$ cat src/rtl/mem_b_reader.sv
`default_nettype none
// ============================================================================
//  Module      : mem_b_reader
//  Description : Read-back engine for memory B. On Start, fetches Count
//                consecutive words from address 0 over a 1-cycle-latency
//                synchronous read port and presents each one on a
//                valid/ready stream. Done pulses once the last word is
//                accepted.
//  Revision    : 1.0 - initial release
// ============================================================================
module mem_b_reader #(
    parameter int DATA_W = 8,
    parameter int ADDR_W = 3,
    parameter int DEPTH  = 8
) (
    input  logic              Clock,
    input  logic              nReset,
    input  logic              Start,
    input  logic [ADDR_W:0]   Count,
    output logic [ADDR_W-1:0] AddrB,
    output logic              ReadEnB,
    input  logic [DATA_W-1:0] DataOutB,
    output logic [DATA_W-1:0] DataOut,
    output logic              DataValid,
    input  logic              DataReady,
    output logic              Busy,
    output logic              Done
);

    typedef enum logic [2:0] {
        S_IDLE = 3'd0,
        S_READ = 3'd1,
        S_CAPT = 3'd2,
        S_OUT  = 3'd3,
        S_DONE = 3'd4
    } state_t;

    // Largest transfer length; longer requests are clamped so AddrB never wraps
    localparam logic [ADDR_W:0] C_DEPTH = (ADDR_W+1)'(DEPTH);
    localparam logic [ADDR_W:0] C_ONE   = (ADDR_W+1)'(1);

    state_t              state_q, state_d;
    logic [ADDR_W-1:0]   addr_q,  addr_d;
    logic [ADDR_W:0]     len_q,   len_d;
    logic [DATA_W-1:0]   data_q,  data_d;
    logic                valid_q, valid_d;
    logic                last_word;

    // Current word is the final one of the transfer
    assign last_word = ({1'b0, addr_q} == (len_q - C_ONE));

    // State and datapath registers with synchronous active-low reset
    always_ff @(posedge Clock) begin
        if (!nReset) begin
            state_q <= S_IDLE;
            addr_q  <= '0;
            len_q   <= '0;
            data_q  <= '0;
            valid_q <= 1'b0;
        end else begin
            state_q <= state_d;
            addr_q  <= addr_d;
            len_q   <= len_d;
            data_q  <= data_d;
            valid_q <= valid_d;
        end
    end

    // Next-state and next-register logic
    always_comb begin
        state_d = state_q;
        addr_d  = addr_q;
        len_d   = len_q;
        data_d  = data_q;
        valid_d = valid_q;
        case (state_q)
            S_IDLE: begin
                if (Start) begin
                    if (Count != '0) begin
                        len_d   = (Count > C_DEPTH) ? C_DEPTH : Count;
                        addr_d  = '0;
                        state_d = S_READ;
                    end else begin
                        state_d = S_DONE;
                    end
                end
            end
            S_READ: begin
                state_d = S_CAPT;
            end
            S_CAPT: begin
                // Read data from memory B is valid in this cycle
                data_d  = DataOutB;
                valid_d = 1'b1;
                state_d = S_OUT;
            end
            S_OUT: begin
                if (DataReady) begin
                    valid_d = 1'b0;
                    if (last_word) begin
                        state_d = S_DONE;
                    end else begin
                        addr_d  = addr_q + 1'b1;
                        state_d = S_READ;
                    end
                end
            end
            S_DONE: begin
                state_d = S_IDLE;
            end
            default: begin
                state_d = S_IDLE;
            end
        endcase
    end

    // Outputs are decoded purely from registered state
    assign AddrB     = addr_q;
    assign ReadEnB   = (state_q == S_READ);
    assign DataOut   = data_q;
    assign DataValid = valid_q;
    assign Busy      = (state_q != S_IDLE);
    assign Done      = (state_q == S_DONE);

endmodule
`default_nettype wire

$ cat config.mk
export PLATFORM = sky130hd
export DESIGN_NAME = mem_b_reader
export DESIGN_NICKNAME = d
export VERILOG_FILES = /design/src/rtl/mem_b_reader.sv
export SDC_FILE = /design/constraint.sdc
export NUM_CORES = 1
export LEC_CHECK = 0
export ABC_AREA = 1
export BUFFER_PORTS_ARGS = -buffer_cell sky130_fd_sc_hd__clkbuf_2
export CAP_MARGIN = 10
export CORE_MARGIN = 4
export CORE_UTILIZATION = 44
export CTS_BUF_LIST = sky130_fd_sc_hd__clkbuf_16
export CTS_CLUSTER_DIAMETER = 150
export CTS_CLUSTER_SIZE = 14
export DETAILED_ROUTE_END_ITERATION = 6
export MAX_ROUTING_LAYER = met4
export PLACE_DENSITY = 0.73
export SYNTH_ARGS = -nofsm -noshare
export SYNTH_HDL_FRONTEND = slang
export SYNTH_SLANG_ARGS = --single-unit
$ cat constraint.sdc
create_clock -name Clock -period 1.5 [get_ports Clock]
set_input_delay 0.15 -clock Clock [delete_from_list [all_inputs] [get_ports Clock]]
set_output_delay 0.15 -clock Clock [all_outputs]
set_load 0.005 [all_outputs]
==> metrics.md, run 1 <==
| Metric | Value |
|---|---|
| WL/cell | `between 10 and 15 um` |
| Peak Freq | `just under 0.7 GHz` |
| Relative max-transition margin | `roughly four fifths` |
| Largest net degree at the start of global routing | `11` |
| WP data required | `~1600 ps` |
| Sequential share of the synthesized area | `just under 40%` |
| Static Leakage | `about 0.62 nW` |
| First-pass GRT wire length | `approximately 4.0 mm` |
| Final Net Count | `196` |
| Final setup fails | `0` |
| Worst-Margin Slew | `275 ps` |
| Vias | `1026` |
| Avg Cell Area, Syn | `about 6.9 um2` |
| Main synth FF type | `dfxtp_1` |
| Die width | `between 50 and 60 um` |
| RSZ-0062 raised after global routing | `yes` |
| Number of iterations in the first detailed-routing pass | `4` |
| TritonCTS buffer count | `3` |
| Pwr Density | `1570 nW/um2` |
| NetSw | `0.000737 W` |
| Die height | `roughly 55 um` |
| Post-synth ARST share | `0%` |
| I/O Pins | `31` |
| Via/cell ratio | `5.03` |
| Ys Warns | `0` |
| Outcome | `complete, no violations` |
| Area grow syn2layout | `33.0%` |
| Cell with the most instances after synthesis | `nand2_1` |
| Setup crit start kind | `flop` |
| Crit path kind | `reg2reg` |
| Max IR drop VDD | `about 0.90 mV` |
| Reg-to-Reg End | `AddrB[1]` |
| Cell area after layout | `around 1300 um2` |
| Drt initial violations | `30` |
| Logic pwr share | `~38%` |
| Core area | `between 2000 and 2500 um2` |
| Clock tree buffer depth | `2` |
| Worst Skew | `4.05 ps` |
| Max incr delay on CP | `around 330 ps` |
| Tcrit/Tclk final | `98.0%` |
| Leading post-synthesis cells by cell area | `dfxtp_1, nand2_1, nor2_1` |
| WHS Path Cells | `3` |
| GRT overflow | `0` |
| DP HPWL | `about 1.7 mm` |
| Register bit total from synthesis | `19` |
| Syn Inst Count | `140` |
| Post-synth EDFFs | `0` |
| Total global-route track usage | `about a fifth` |
| Slowest cell on the critical path | `dfxtp_2` |
| Max Slew Vio Count | `0` |
| Int Power | `approximately 0.0013 W` |
| Switching part of the total | `36.4%` |
| Clock power frac | `a little over a quarter` |
| R2R cell count | `12` |
| Rows | `16` |
| Mapped cell area | `between 900 and 1000 um2` |
| Reg2reg start | `len_q[1]` |
| Critical path startpoint | `len_q[1]` |
| Vias in the first global route | `between 900 and 1000` |
| # diodes | `0` |
| RePlAce Congestion | `0.758` |
| Max FO, Critical Path | `5` |
| Seq pwr share | `35.5%` |
| Drt drc | `0` |
| Post-route ant nets | `0` |
| Post-DP Area | `around 1200 um2` |
| Fin. Hold Viols | `0` |
| Share of the synthesized area in the top cell type | `approximately two fifths` |
| Share of layout cells above drive strength 1 | `a little over a third` |
| Reg2Reg Setup Slack | `between 30 and 40 ps` |
| Overall routed net length | `between 2 and 2.5 mm` |
| CP cell instances | `inv_2, ha_4, inv_2, nand2_1, nand2_1, nand2_1, nor2_2, nand3_2, nand3_2, nand2_1, nand2_1, nor2_2` |
| Critical Path Sink | `AddrB[1]` |
| Minimum clock period | `between 1000 and 1500 ps` |
| Crit-path most repeated cell | `nand2_1` |
| Reg clk slew, reported paths | `about 50 ps` |
| Port buffer count | `30` |
| Post-Syn Nets | `158` |
| Sum Neg Setup Slack | `0 ps` |
| CP Data Arrival Time | `between 1500 and 2000 ps` |
| Type of the worst min-delay path | `in2reg` |
| Most frequent cells after synthesis | `nand2_1, nor2_1, dfxtp_1, inv_1` |
| Distinct cell type count after synthesis | `22` |
| H-Tree Depth | `1` |
| Clock Tree Root | `clkbuf_16` |
| Clk sink count | `19` |
| Clk Latency, worst-skew pair | `between 200 and 300 ps` |
| DIE AREA | `3010 um2` |
| Starting Density | `between 40% and 50%` |
| Initial antenna violation count | `0` |
| Worst setup EP type | `flop` |
| TritonCTS clock tree | `done` |
| Post-CTS Hold Buffers | `0` |
| Post-synth top area cell | `dfxtp_1` |
| Max-cap violations | `0` |
[state kept, by name (all words and copies together), names as in the netlist]
signal,count
DataValid,1
AddrB,3
len_q,4
state_q,3
DataOut,8
[placed cells by master (no fill, tap or decap)]
cell,instances
clkbuf_2,30
nand2_1,25
nor2_1,23
dfxtp_1,17
inv_1,15
o21ai_0,9
a21oi_1,8
inv_2,7
nand3_1,5
nor2_4,4
buf_4,4
nand2_2,3
nor3_1,3
nor2_2,3
nand4_1,3
clkbuf_16,3
clkinv_1,2
nand3_2,2
a211oi_1,2
dfxtp_2,2
nand2_4,1
o21ai_2,1
xnor2_1,1
a21oi_2,1
a31oi_1,1
ha_4,1
ha_1,1
[metrics by stage]
stage,instances,setup slack (ps),hold WS (ps),utilization [%],total power [W]
detailed placement,199,-105,381,57.7,0.00146
CTS,203,7.71,129,62.7,0.00201
finish,204,30.6,126,63.6,0.00202
floorplan,140,8.34,285,-,0.00122
global placement,199,-5.19,373,57.7,0.00143
global route,204,-58.9,143,63.6,0.00218
[worst min-delay path by stage]
stage	end	start	slack [ps]
floorplan	DataOut[0]	DataOutB[0]	280
global placement	DataOut[5]	DataOutB[5]	370
detailed placement	DataOut[5]	DataOutB[5]	380
CTS	DataOut[5]	DataOutB[5]	130
global route	DataOut[5]	DataOutB[5]	140
finish	DataOut[5]	DataOutB[5]	130
[cell families after synthesis]
kind of cell    Yosys count  synth area share, %
compound gates           22                 12.4
flops                    19                 39.4
xor+xnor                  1                0.907
simple gates             72                 35.2
fa+ha+maj                 2                 2.59
buf+inv                  24                 9.46
[power by group through the flow]
stage               combinational, W  clock, W  sequential, W
detailed placement          0.000735         0       0.000723
global route                0.000882  0.000561       0.000732
finish                      0.000769  0.000536       0.000717
floorplan                   0.000505         0       0.000718
CTS                         0.000752  0.000541       0.000716
global placement            0.000713         0       0.000718
[worst max-delay path, delay by kind of cell (launching register included)]
family / cells / cell delay (ps)
AND/OR/NAND/NOR: 9 / 710
adder cells (fa/ha/maj): 1 / 230
buffers and inverters: 2 / 80
flip-flops: 1 / 330
[layout make-up]
type	count	area [um2]
multi-input cells	97	523
well taps	27	33.8
fillers	189	737
clock buffers	3	75.1
inverters	23	86.3
flip-flops and latches	19	383
clock inverters	1	3.75
repair buffers	34	180
[what timing repair did]
item / CTS / global route
pin swaps: 3 / 6
resized for setup: 6 / 5
setup endpoints to repair: 4 / 5
setup buffers: 0 / 1
cloned: 0 / 0
[metal layers]
layer  routed length (um)  vias up  part of all wire, %  global-route usage, %
met4                   31        0                  1.3                   7.05
met2                 1150       34                   50                   33.9
met3                  128        7                  5.5                   4.36
li1                     -      527                    -                      -
met1                 1000      458                   43                   20.5
met5                    0        -                    0                      -
Note: power is estimated with default switching activity, not from simulation.
==> inputs of run 2 (changes only) <==
--- a/config.mk
+++ b/config.mk
@@ -16,6 +16,8 @@
 export DETAILED_ROUTE_END_ITERATION = 6
 export MAX_ROUTING_LAYER = met4
 export PLACE_DENSITY = 0.73
+export SETUP_SLACK_MARGIN = 0.1
+export SLEW_MARGIN = 20
 export SYNTH_ARGS = -nofsm -noshare
 export SYNTH_HDL_FRONTEND = slang
 export SYNTH_SLANG_ARGS = --single-unit
==> constraint.sdc (replaced) <==
create_clock -name Clock -period 1.5 [get_ports Clock]
set_input_delay 0.375 -clock Clock [delete_from_list [all_inputs] [get_ports Clock]]
set_output_delay 0.375 -clock Clock [all_outputs]
set_load 0.005 [all_outputs]
==> metrics.md, run 2 (same netlist as run 1, synthesis figures left out) <==
| Metric | Value |
|---|---|
| Outcome | `complete, no violations` |
| DP HPWL | `1.71 mm` |
| Max IR drop VDD | `just under 0.9 mV` |
| Sum Neg Setup Slack | `0 ps` |
| Port buffer count | `30` |
| Die width | `54.9 um` |
| Share of the core filled with cells | `about two thirds` |
| Static Leakage | `about 0.63 nW` |
| Peak Freq | `~0.70 GHz` |
| Relative max-transition margin | `around four fifths` |
| Drt initial violations | `18` |
| Starting Density | `around 48%` |
| Rows | `16` |
| H-Tree Depth | `1` |
| Vias | `a little under 1000` |
| WL/cell | `~11 um` |
| Clock Tree Root | `clkbuf_16` |
| Pwr Density | `roughly 1600 nW/um2` |
| Clk sink count | `19` |
| Number of fillers in the final layout | `around 180` |
| Via/cell ratio | `about 5` |
| Tcrit/Tclk final | `94.7%` |
| Largest net degree at the start of global routing | `11` |
| Reg clk slew, reported paths | `roughly 50 ps` |
| Minimum clock period | `between 1000 and 1500 ps` |
| TritonCTS clock tree | `done` |
| Core area | `2020 um2` |
| Max-cap violations | `0` |
| Most frequent cells in the layout | `clkbuf_2, nand2_1, nor2_1, dfxtp_1, inv_1` |
| Type of the worst min-delay path | `in2reg` |
| Clock tree buffer depth | `2` |
| Commonest non-fill, non-tap cell in the layout | `clkbuf_2` |
| Clk Latency, worst-skew pair | `about 250 ps` |
| RePlAce Congestion | `0.853` |
| Worst setup EP type | `flop` |
| Drt drc | `0` |
| Max FO, Critical Path | `5` |
| Max Slew Vio Count | `0` |
| GRT overflow | `0` |
| DIE AREA | `between 3000 and 4000 um2` |
| Total power | `0.00208 W` |
| Share of layout cells above drive strength 1 | `between 40% and 50%` |
| Overall routed net length | `2.21 mm` |
| Worst-Margin Slew | `between 300 and 400 ps` |
| Cells after DPL | `around 200` |
| TritonCTS buffer count | `3` |
| Initial antenna violation count | `0` |
| Vias in the first global route | `~920` |
| First-pass GRT wire length | `around 3.7 mm` |
| Final Net Count | `196` |
| Post-route ant nets | `0` |
| I/O Pins | `31` |
| Area grow syn2layout | `36.0%` |
| RSZ-0062 raised after global routing | `yes` |
| # diodes | `0` |
| Crit path kind | `reg2reg` |
| Number of iterations in the first detailed-routing pass | `4` |
| Max reg flops | `8` |
| Setup crit start kind | `flop` |
| Worst Skew | `~4.2 ps` |
| Post-CTS Hold Buffers | `0` |
| Final setup fails | `0` |
| Total global-route track usage | `roughly 18%` |
| CP Data Arrival Time | `about 1600 ps` |
| Die height | `54.9 um` |
| WP data required | `between 1500 and 2000 ps` |
| Non-Filler Instances | `~200` |
| Fin. Hold Viols | `0` |
[run 2: changes by cell type in the layout (fill, tap and decap cells not counted), moves of 2 or more]
cell     delta
nor3_2      +2
nor3_1      -2
dfxtp_1     -2
nand2_2     +3
nand2_1     -3
[run 2: area by class of cell]
type | instances | area [um2] | share of cell area (%)
flip-flops and latches | 19 | 388 | 29.5
multi-input cells | 97 | 547 | 41.6
clock buffers | 3 | 75.1 | 5.71
inverters | 23 | 86.3 | 6.57
clock inverters | 1 | 3.75 | 0.286
repair buffers | 34 | 180 | 13.7
well taps | 27 | 33.8 | 2.57
[run 2: final timing paths]
kind               start         end  slack [ps]  cells past startpoint
min reg2reg    DataValid   DataValid         480                      2
max reg2reg     len_q[1]    AddrB[1]          80                     12
max             len_q[1]    AddrB[1]          80                     12
min          DataOutB[7]  DataOut[7]         350                      3
[run 2: layer usage]
| layer | GRT usage, % | vias up | wire [um] |
|---|---|---|---|
| li1 | - | 515 | - |
| met1 | 20.4 | 435 | 992 |
| met2 | 29.5 | 35 | 1030 |
| met3 | 3.27 | 7 | 142 |
| met4 | 7.88 | 0 | 44 |
| met5 | - | - | 0 |
[run 2: timing repair]
action,4_1_cts,5_1_grt
setup endpoints to repair,5,11
pin swaps,6,4
buffers inserted,2,1
resized for setup,7,8
endpoints found under the hold margin,0,0
gates cloned,0,0
[run 2: worst max-delay path, cell delays in order, from the launching register on]
cell and delay, ps:
dfxtp_2 330, inv_2 40, ha_4 230, inv_2 50, nand2_2 30, nand2_1 60, nand2_1 50, nor2_2 120
nand3_2 130, nand3_2 110, nand2_1 60, nand2_1 70, nor2_2 30
[run 2: power by group]
group | internal, W | switching, W
combinational | 0.000338 | 0.000465
sequential | 0.000629 | 0.000108
clock | 0.000354 | 0.000183
[run 2: per-stage QoR]
step                      instance area (um2)  hold slack, ps  worst slack, ps
final                                    1310             350             80.1
after global routing                     1310             361            -48.7
after detailed placement                 1170             471             21.1
after floorplan                           988             450              136
after global placement                   1170             464             72.1
after CTS                                1280             346             80.1
